File: src/rtl/ascon_ctrl_fsm.sv
// ---------------------------------------------------------------------------
// ascon_ctrl_fsm
//
// Control state machine for an iterated ASCON-128 encryption datapath. Every
// cycle it drives the permutation stage controls (input select, round index,
// XOR-up / XOR-down enables, down-operand mode, state register enable) and
// sequences: p12 initialisation, one associated-data block followed by p6,
// NB_BLOCKS plaintext blocks with p6 between them, p12 finalisation and tag
// release.
//
// All datapath controls are Mealy outputs: the handshake cycle of a data
// block is also the first round applied to it, so the top level only has to
// hold the block on its XOR-up bus during that single cycle.
//
// Ports
//   clock_i          in   system clock, rising edge
//   reset_i          in   asynchronous active-high reset
//   start_i          in   start a new encryption (honoured only in IDLE)
//   data_valid_i     in   AD/plaintext block present on the XOR-up bus
//   block_ready_o    out  waiting for an AD/plaintext block
//   select_o         out  1 = load initial state, 0 = iterate
//   round_o[3:0]     out  round index for the constant-addition layer
//   ena_xor_up_o     out  XOR data block into x0 before the round
//   ena_xor_down_o   out  XOR 256-bit operand into x1..x4 after the round
//   xor_down_mode_o  out  00 none, 01 DSEP, 10 KEY_HI, 11 KEY_LO
//   ena_reg_o        out  permutation state register enable
//   cipher_valid_o   out  x0 after XOR-up is a ciphertext block this cycle
//   block_idx_o[3:0] out  index of the current plaintext block
//   tag_valid_o      out  x3,x4 of the permutation output hold the tag
//   busy_o           out  state is not IDLE
// ---------------------------------------------------------------------------
module ascon_ctrl_fsm #(
  parameter int unsigned NB_BLOCKS = 4
) (
  input  logic       clock_i,
  input  logic       reset_i,
  input  logic       start_i,
  input  logic       data_valid_i,
  output logic       block_ready_o,
  output logic       select_o,
  output logic [3:0] round_o,
  output logic       ena_xor_up_o,
  output logic       ena_xor_down_o,
  output logic [1:0] xor_down_mode_o,
  output logic       ena_reg_o,
  output logic       cipher_valid_o,
  output logic [3:0] block_idx_o,
  output logic       tag_valid_o,
  output logic       busy_o
);

  typedef enum logic [2:0] {
    ST_IDLE    = 3'd0,
    ST_INIT    = 3'd1,
    ST_WAIT_AD = 3'd2,
    ST_PB_AD   = 3'd3,
    ST_WAIT_PT = 3'd4,
    ST_PB_PT   = 3'd5,
    ST_FINAL   = 3'd6,
    ST_DONE    = 3'd7
  } state_t;

  localparam logic [3:0] LAST_ROUND = 4'd11;
  localparam logic [3:0] LAST_IDX   = 4'(NB_BLOCKS - 1);
  localparam logic [1:0] MODE_NONE  = 2'b00;
  localparam logic [1:0] MODE_DSEP  = 2'b01;
  localparam logic [1:0] MODE_KHI   = 2'b10;
  localparam logic [1:0] MODE_KLO   = 2'b11;

  state_t     r_state;
  state_t     w_state_nxt;
  logic [3:0] r_cnt;
  logic [3:0] w_cnt_nxt;
  logic [3:0] r_block_idx;
  logic [3:0] w_block_idx_nxt;
  logic [3:0] w_block_idx_inc;
  logic       w_start;

  // A start seen while reset is still asserted must not leak onto the
  // Mealy outputs: every control stays low for the whole reset.
  assign w_start         = start_i & ~reset_i;
  assign w_block_idx_inc = r_block_idx + 4'd1;
  assign block_idx_o     = r_block_idx;

  // State, round counter and block index registers.
  always_ff @(posedge clock_i or posedge reset_i) begin
    if (reset_i) begin
      r_state     <= ST_IDLE;
      r_cnt       <= 4'd0;
      r_block_idx <= 4'd0;
    end else begin
      r_state     <= w_state_nxt;
      r_cnt       <= w_cnt_nxt;
      r_block_idx <= w_block_idx_nxt;
    end
  end

  // Next-state logic and Mealy datapath controls.
  always_comb begin
    w_state_nxt     = r_state;
    w_cnt_nxt       = r_cnt;
    w_block_idx_nxt = r_block_idx;
    block_ready_o   = 1'b0;
    select_o        = 1'b0;
    round_o         = 4'd0;
    ena_xor_up_o    = 1'b0;
    ena_xor_down_o  = 1'b0;
    xor_down_mode_o = MODE_NONE;
    ena_reg_o       = 1'b0;
    cipher_valid_o  = 1'b0;
    tag_valid_o     = 1'b0;
    busy_o          = 1'b1;

    case (r_state)
      ST_IDLE: begin
        busy_o          = 1'b0;
        w_block_idx_nxt = 4'd0;
        if (w_start) begin
          // Round 0 of p12 is applied while the initial state is loaded.
          select_o    = 1'b1;
          ena_reg_o   = 1'b1;
          w_cnt_nxt   = 4'd1;
          w_state_nxt = ST_INIT;
        end else begin
          w_cnt_nxt   = 4'd0;
          w_state_nxt = ST_IDLE;
        end
      end

      ST_INIT: begin
        round_o   = r_cnt;
        ena_reg_o = 1'b1;
        if (r_cnt == LAST_ROUND) begin
          ena_xor_down_o  = 1'b1;
          xor_down_mode_o = MODE_KLO;
          w_state_nxt     = ST_WAIT_AD;
        end else begin
          w_cnt_nxt = r_cnt + 4'd1;
        end
      end

      ST_WAIT_AD: begin
        block_ready_o = 1'b1;
        if (data_valid_i) begin
          // Transfer cycle doubles as round 6 of p6.
          round_o      = 4'd6;
          ena_xor_up_o = 1'b1;
          ena_reg_o    = 1'b1;
          w_cnt_nxt    = 4'd7;
          w_state_nxt  = ST_PB_AD;
        end else begin
          w_state_nxt = ST_WAIT_AD;
        end
      end

      ST_PB_AD: begin
        round_o   = r_cnt;
        ena_reg_o = 1'b1;
        if (r_cnt == LAST_ROUND) begin
          ena_xor_down_o  = 1'b1;
          xor_down_mode_o = MODE_DSEP;
          w_block_idx_nxt = 4'd0;
          w_state_nxt     = ST_WAIT_PT;
        end else begin
          w_cnt_nxt = r_cnt + 4'd1;
        end
      end

      ST_WAIT_PT: begin
        block_ready_o = 1'b1;
        if (data_valid_i) begin
          cipher_valid_o = 1'b1;
          ena_xor_up_o   = 1'b1;
          ena_reg_o      = 1'b1;
          if (r_block_idx == LAST_IDX) begin
            // Last block goes straight into p12: this cycle is its round 0.
            round_o     = 4'd0;
            w_cnt_nxt   = 4'd1;
            w_state_nxt = ST_FINAL;
          end else begin
            round_o     = 4'd6;
            w_cnt_nxt   = 4'd7;
            w_state_nxt = ST_PB_PT;
          end
        end else begin
          w_state_nxt = ST_WAIT_PT;
        end
      end

      ST_PB_PT: begin
        round_o   = r_cnt;
        ena_reg_o = 1'b1;
        if (r_cnt == LAST_ROUND) begin
          w_block_idx_nxt = w_block_idx_inc;
          w_state_nxt     = ST_WAIT_PT;
          // Key is pre-added to x1,x2 just before the last block arrives.
          if (w_block_idx_inc == LAST_IDX) begin
            ena_xor_down_o  = 1'b1;
            xor_down_mode_o = MODE_KHI;
          end else begin
            ena_xor_down_o  = 1'b0;
            xor_down_mode_o = MODE_NONE;
          end
        end else begin
          w_cnt_nxt = r_cnt + 4'd1;
        end
      end

      ST_FINAL: begin
        round_o   = r_cnt;
        ena_reg_o = 1'b1;
        if (r_cnt == LAST_ROUND) begin
          ena_xor_down_o  = 1'b1;
          xor_down_mode_o = MODE_KLO;
          tag_valid_o     = 1'b1;
          w_state_nxt     = ST_DONE;
        end else begin
          w_cnt_nxt = r_cnt + 4'd1;
        end
      end

      ST_DONE: begin
        w_cnt_nxt       = 4'd0;
        w_block_idx_nxt = 4'd0;
        w_state_nxt     = ST_IDLE;
      end

      default: begin
        busy_o          = 1'b0;
        w_cnt_nxt       = 4'd0;
        w_block_idx_nxt = 4'd0;
        w_state_nxt     = ST_IDLE;
      end
    endcase
  end

endmodule

File: config.mk
export PLATFORM = sky130hd
export DESIGN_NAME = ascon_ctrl_fsm
export DESIGN_NICKNAME = d
export VERILOG_FILES = /design/src/rtl/ascon_ctrl_fsm.sv
export SDC_FILE = /design/constraint.sdc
export NUM_CORES = 1
export LEC_CHECK = 0
export CAP_MARGIN = 20
export CORE_ASPECT_RATIO = 0.7
export CORE_UTILIZATION = 42
export CTS_BUF_LIST = sky130_fd_sc_hd__clkbuf_4
export CTS_CLUSTER_DIAMETER = 150
export DETAILED_ROUTE_END_ITERATION = 8
export GPL_TIMING_DRIVEN = 0
export PLACE_DENSITY = 0.71
export SLEW_MARGIN = 20
export SYNTH_ARGS = -nofsm -noshare
export SYNTH_HDL_FRONTEND = slang
export SYNTH_SLANG_ARGS = --single-unit
File: constraint.sdc
create_clock -name clock_i -period 4.61 [get_ports clock_i]
set_clock_uncertainty 0.1 [all_clocks]
set_input_delay 0.922 -clock clock_i [delete_from_list [all_inputs] [get_ports clock_i]]
set_output_delay 0.922 -clock clock_i [all_outputs]
set_load 0.02 [all_outputs]
# Word level (Yosys, flattened, before mapping)
# Cells that the tools add are included.
dict set report op_classes {
  addsub 2
  multipliers 0
  n_div 0
  magnitude_cmp 0
  n_eq_ne 18
  shift 0
  mux 39
  bitwise_logic 2
  reduce_logical 11
}
# op count
set ops {}
lappend ops {{2-to-1 mux 3 bit} 8}
lappend ops {{one-hot mux 4 bit (3 select lines)} 2}
lappend ops {{one-hot mux 3 bit (7 select lines)} 1}
lappend ops {{2-to-1 mux 4 bit} 5}
lappend ops {{one-hot mux 4 bit (5 select lines)} 1}
lappend ops {{2-to-1 mux 1 bit} 15}
lappend ops {{inequality test 2 bit, second input constant} 7}
lappend ops {{equality test 3 bit, second input constant} 4}
lappend ops {{AND reduction 3 bit} 3}
lappend ops {{adder 4 x 1 -> 4 bit, second input constant} 2}
lappend ops {{equality test 4 x 2 -> 1 bit, second input constant} 2}
lappend ops {{2-to-1 mux 2 bit} 4}
lappend ops {{OR reduction 2 bit} 4}
lappend ops {{equality test 3 x 2 -> 1 bit, second input constant} 2}
lappend ops {{one-hot mux 2 bit (3 select lines)} 1}
lappend ops {{equality test 4 bit, second input constant} 1}
lappend ops {{OR reduction 4 bit} 1}
lappend ops {{equality test 3 x 1 -> 1 bit, second input constant} 1}
lappend ops {{zero test 3 bit} 1}
lappend ops {{one-hot mux 1 bit (3 select lines)} 1}
lappend ops {{nonzero test 3 bit} 1}
lappend ops {{OR reduction 3 bit} 1}
lappend ops {{inequality test 2 x 1 -> 1 bit, second input constant} 1}
lappend ops {{one-hot mux 1 bit (2 select lines)} 1}
lappend ops {{other kinds (2)} 2}
dict set report totals {
  regBits 11
  latchBits 0
  ramBits 0
  romBits 0
  input_bits 4
  out_inout_bits 18
  n_memories 0
}

# Longest topological paths before layout
dict set report depth {
  depth_word 5
  depth_mapped 6
  mapped_depth_nobuf 5
}

# Least setup slack after synthesis
# Ideal clock, no wire load.
dict set report synth_timing {
  path_type {input-to-output}
  startpoint {input reset_i}
  endpoint {output ena_reg_o}
  arrival_time_ns 1.634
  t_required_ns 3.588
  path_slack_ns 1.954
  cell_stages 4
  path_buffers 0
  cell_sequence {nand2b_1 nand2_1 o21ai_0 a22oi_1}
}
dict set report synth_between {
  elab_chain_len 4
}
# element line_no
set synth_lines {}
lappend synth_lines {{start, declared} 36} ;# input logic reset_i,
lappend synth_lines {{inverter 1 bit} 81} ;# assign w_start = start_i & ~reset_i;
lappend synth_lines {{bitwise AND 1 bit} 81}
lappend synth_lines {{2-to-1 mux 1 bit} 118} ;# if (w_start) begin
lappend synth_lines {{one-hot mux 1 bit (3 select lines)} 114} ;# case (r_state)
lappend synth_lines {{end, declared} 45} ;# output logic ena_reg_o,
# No other way between the ends.

# Worst setup path in the final report
dict set report layout_timing {
  startpoint {input data_valid_i}
  endpoint {output ena_reg_o}
}
dict set report layout_between {
  elab_chain_len 2
}
# element line_no
set layout_lines {}
lappend layout_lines {{start, declared} 38} ;# input logic data_valid_i,
lappend layout_lines {{2-to-1 mux 1 bit} {144, 171}}
lappend layout_lines {{one-hot mux 1 bit (3 select lines)} 114}
# No other way between the ends.

==> summary.txt <==
Setup path
  • Startpoint Class: input pin
  • Reg2Reg Capture Point: block_idx_o[2]
  • Endpoint class of the critical path: output port
  • Crit path max-delay family: buffers and inverters
  • Max incr delay on CP: 0.65 ns
  • Stages on the worst setup path: 5
  • Crit-path max FO: 8
  • CP required: 3.59 ns
  • Crit path cell chain: clkdlybuf4s50_1 -> nor3_1 -> a21o_1 -> a22oi_1 -> clkdlybuf4s50_1
  • Critical path arrival: 2.60 ns
  • R2R Setup Slk: 2.82 ns
  • R2R Path Start: r_cnt[0]
  • Setup CP Type: in2out
  • Worst setup path start: data_valid_i
  • R2R cell count: 6
  • Crit path capture: ena_reg_o
  • Crit-path slowest cell: clkdlybuf4s50_1
  • CP bufs+invs: 2
  • Most frequent CP cell: clkdlybuf4s50_1

Synthesis
  • Mean Syn Cell Area: 7.86 sq um
  • Async set-reset flop share out of synthesis: 100%
  • Sequential area share after synthesis: 28.5%
  • Synth cell types: 46
  • Most used DFF post-synth: dfrtp_1
  • Ys Warns: 0
  • Mapped Area: 967 sq um
  • Synthesized instance count: 123
  • Yosys reg bits: 11
  • Post-synth EDFFs: 0
  • Syn Nets: 130

Clocking
  • Clock Tree Buf Depth: 2
  • # Post-CTS Setup Buffers: 0
  • CTS H-Tree Depth: 1
  • TritonCTS Sinks: 11
  • CTS tree: built
  • Worst-Skew Late Latency: 0.29 ns
  • Root buf cell: clkbuf_4
  • Post-CTS sizing: 0
  • Inserted Clock Buffers: 3
  • Cts hold-fix bufs: 0
  • Reg clk slew, reported paths: 0.07 ns

Power
  • Clock share of power: 11.2%
  • Power Dens Cells: 509 nW/um^2
  • Seq pwr share: 24.9%
  • P_int: 340 uW
  • Static leakage: 0.569 nW
  • VDD IR max: 0.226 mV
  • Sw Share: 46.4%
  • Switching Power: 294 uW
  • Comb power frac: 63.9%

Die
  • Die Wd: 59.4 um
  • CORE AREA: 2150 sq um
  • Die Y: 42.2 um
  • Core Rows: 14
  • Die footprint: 2500 sq um
  • Initial core utilization: 44.9%
  • I/O pins: 22

Layout
  • Final nets: 156
  • Antenna cells: 0
  • Area grow syn2layout: 28.7%
  • FILL cells: 212
  • Share of post-route cells with drive strength above 1: 10.8%
  • Final Core Density: 57.8%
  • Post-route design area: 1240 sq um

STA
  • Final min period: 3.62 ns
  • Final worst setup slack: 0.987 ns
  • Setup TNS: 0 ns
  • Unrepaired setup endpoints after global routing: false
  • Final setup viols: 0
  • Hold slack: 0.474 ns
  • Max Slew Vio Count: 0
  • Fin crit share: 78.6%
  • Final hold violations: 0
  • Max_slew headroom: 69.6%
  • Fmax: 276 MHz
  • Worst Tran Pin Value: 0.452 ns

Routing
  • Total Wirelength: 2550 um
  • Met3 wire length: 152 um
  • Drt pass-1 iters: 4
  • Via density: 5.56
  • Met1 WL: 1290 um
  • Max Used Layer: met4
  • Vias: 1001
  • Routed met2 length: 1070 um
  • DRC violations left: 0
  • DR WL/cell: 14.2 um
  • Post-DRT Antenna Nets: 0
  • First DRT Iteration DRCs: 36

Global route
  • Antenna violations before repair: 0
  • Vias in the first global route: 895
  • Largest net degree at the start of global routing: 12
  • First-pass GRT wire length: 4330 um
  • GRT Util Overall: 23.6%
  • Total grt overflow: 0

Placed design
  • Hpwl dp: 1880 um
  • # port buffers: 21
  • Placement-stage cell area: 1220 sq um
  • Routability cong.: 0.857
  • Pre-CTS setup slack: 1.01 ns

Run status
  • Status: finished, final reports clean

Run
  • Max-cap violations: 0

Worst hold path
  • Hold/Removal Path Class: reg2reg
[per-stage QoR]
stage | std cells | power (mW)
CTS | 180 | 0.631
detailed placement | 176 | 0.559
floorplan | 123 | 0.432
finish | 180 | 0.634
global route | 180 | 0.684
global placement | 176 | 0.551
[state kept, by name, summed over array words and instances (netlist names)]
signal and flops:
block_idx_o 4, r_cnt 4, r_state 3
[Yosys cell counts, drive strengths merged, types with 2 or more instances]
library cell  count  area [sq um]
a21o              5          37.5
a21oi             8          40.0
and2              2          12.5
buf               7          47.6
dfrtp            11           275
ha                3          37.5
inv               5          18.8
maj3              2          21.3
nand2            21          78.8
nand2b            4          25.0
nand3             3          15.0
nor2              9          33.8
nor3              6          30.0
o21ai             6          30.0
o22ai             3          25.0
o2bb2ai           2          17.5
xnor2             2          25.0
xor2              2          17.5
[placed cells by master, fill, tap and decap left out, drive strengths merged, types with 2 or more instances in the layout]
cell	n
nand2b	4
o21ai	6
clkdlybuf4s50	21
nand2	21
o22ai	3
nor3	6
xor2	2
o2bb2ai	2
nand3	3
buf	7
a21oi	8
a21o	5
inv	5
dfrtp	11
ha	3
and2	2
xnor2	2
clkbuf	3
nor2	9
maj3	2
[how the worst min path moves through the flow]
stage	startpoint	slack, ns	to	depth (start not counted)
6_report	r_cnt[1]	0.47	r_cnt[1]	1
5_1_grt	r_cnt[1]	0.51	r_cnt[1]	1
4_1_cts	r_cnt[1]	0.48	r_cnt[1]	1
3_5_place_dp	r_cnt[1]	0.47	r_cnt[1]	1
3_3_place_gp	r_cnt[1]	0.45	r_cnt[1]	1
2_1_floorplan	r_cnt[1]	0.40	r_cnt[1]	1
[power groups by stage]
stage / logic, mW / registers, mW / clock network [mW]
after detailed placement: 0.400 / 0.159 / 0
after floorplan: 0.283 / 0.149 / 0
after global routing: 0.441 / 0.162 / 0.0810
after global placement: 0.395 / 0.157 / 0
after CTS: 0.402 / 0.157 / 0.0727
final: 0.405 / 0.158 / 0.0712
[area by class of cell]
type	count	area, sq um	area share, %
plain buffers	7	47.5	3.82
clock buffers	3	22.5	1.81
clock inverters	1	5.00	0.402
inverters	5	18.8	1.51
multi-input cells	100	626	50.3
flip-flops and latches	11	275	22.1
well taps	32	40.0	3.22
repair buffers	21	210	16.9
[worst register-to-register path, stage by stage, from the launching register on]
cell and delay (ns):
dfrtp_1 0.45, ha_1 0.24, and3b_1 0.26, buf_4 0.21, a21oi_1 0.09, o31ai_1 0.23, o41ai_1 0.11
[routing by layer]
metal,GRT usage [%],up-vias
li1,-,491
met4,8.10,0
met3,6.48,6
met1,35.3,469
met5,0,-
met2,31.9,35
[cell families (layout without fill, tap and decap cells)]
| kind of cell | count (synthesis) | count (layout) | share of synthesized area, % |
|---|---|---|---|
| AND/OR/NAND/NOR | 54 | 54 | 27.0 |
| multiplexers | 2 | 2 | 2.59 |
| AO/OA/AOI/OAI | 35 | 35 | 24.6 |
| XOR/XNOR | 4 | 4 | 4.40 |
| adder cells (fa/ha/maj) | 5 | 5 | 6.08 |
| buffers and inverters | 12 | 37 | 6.86 |
| flip-flops | 11 | 11 | 28.5 |
Power figures use the tool's default switching activity.
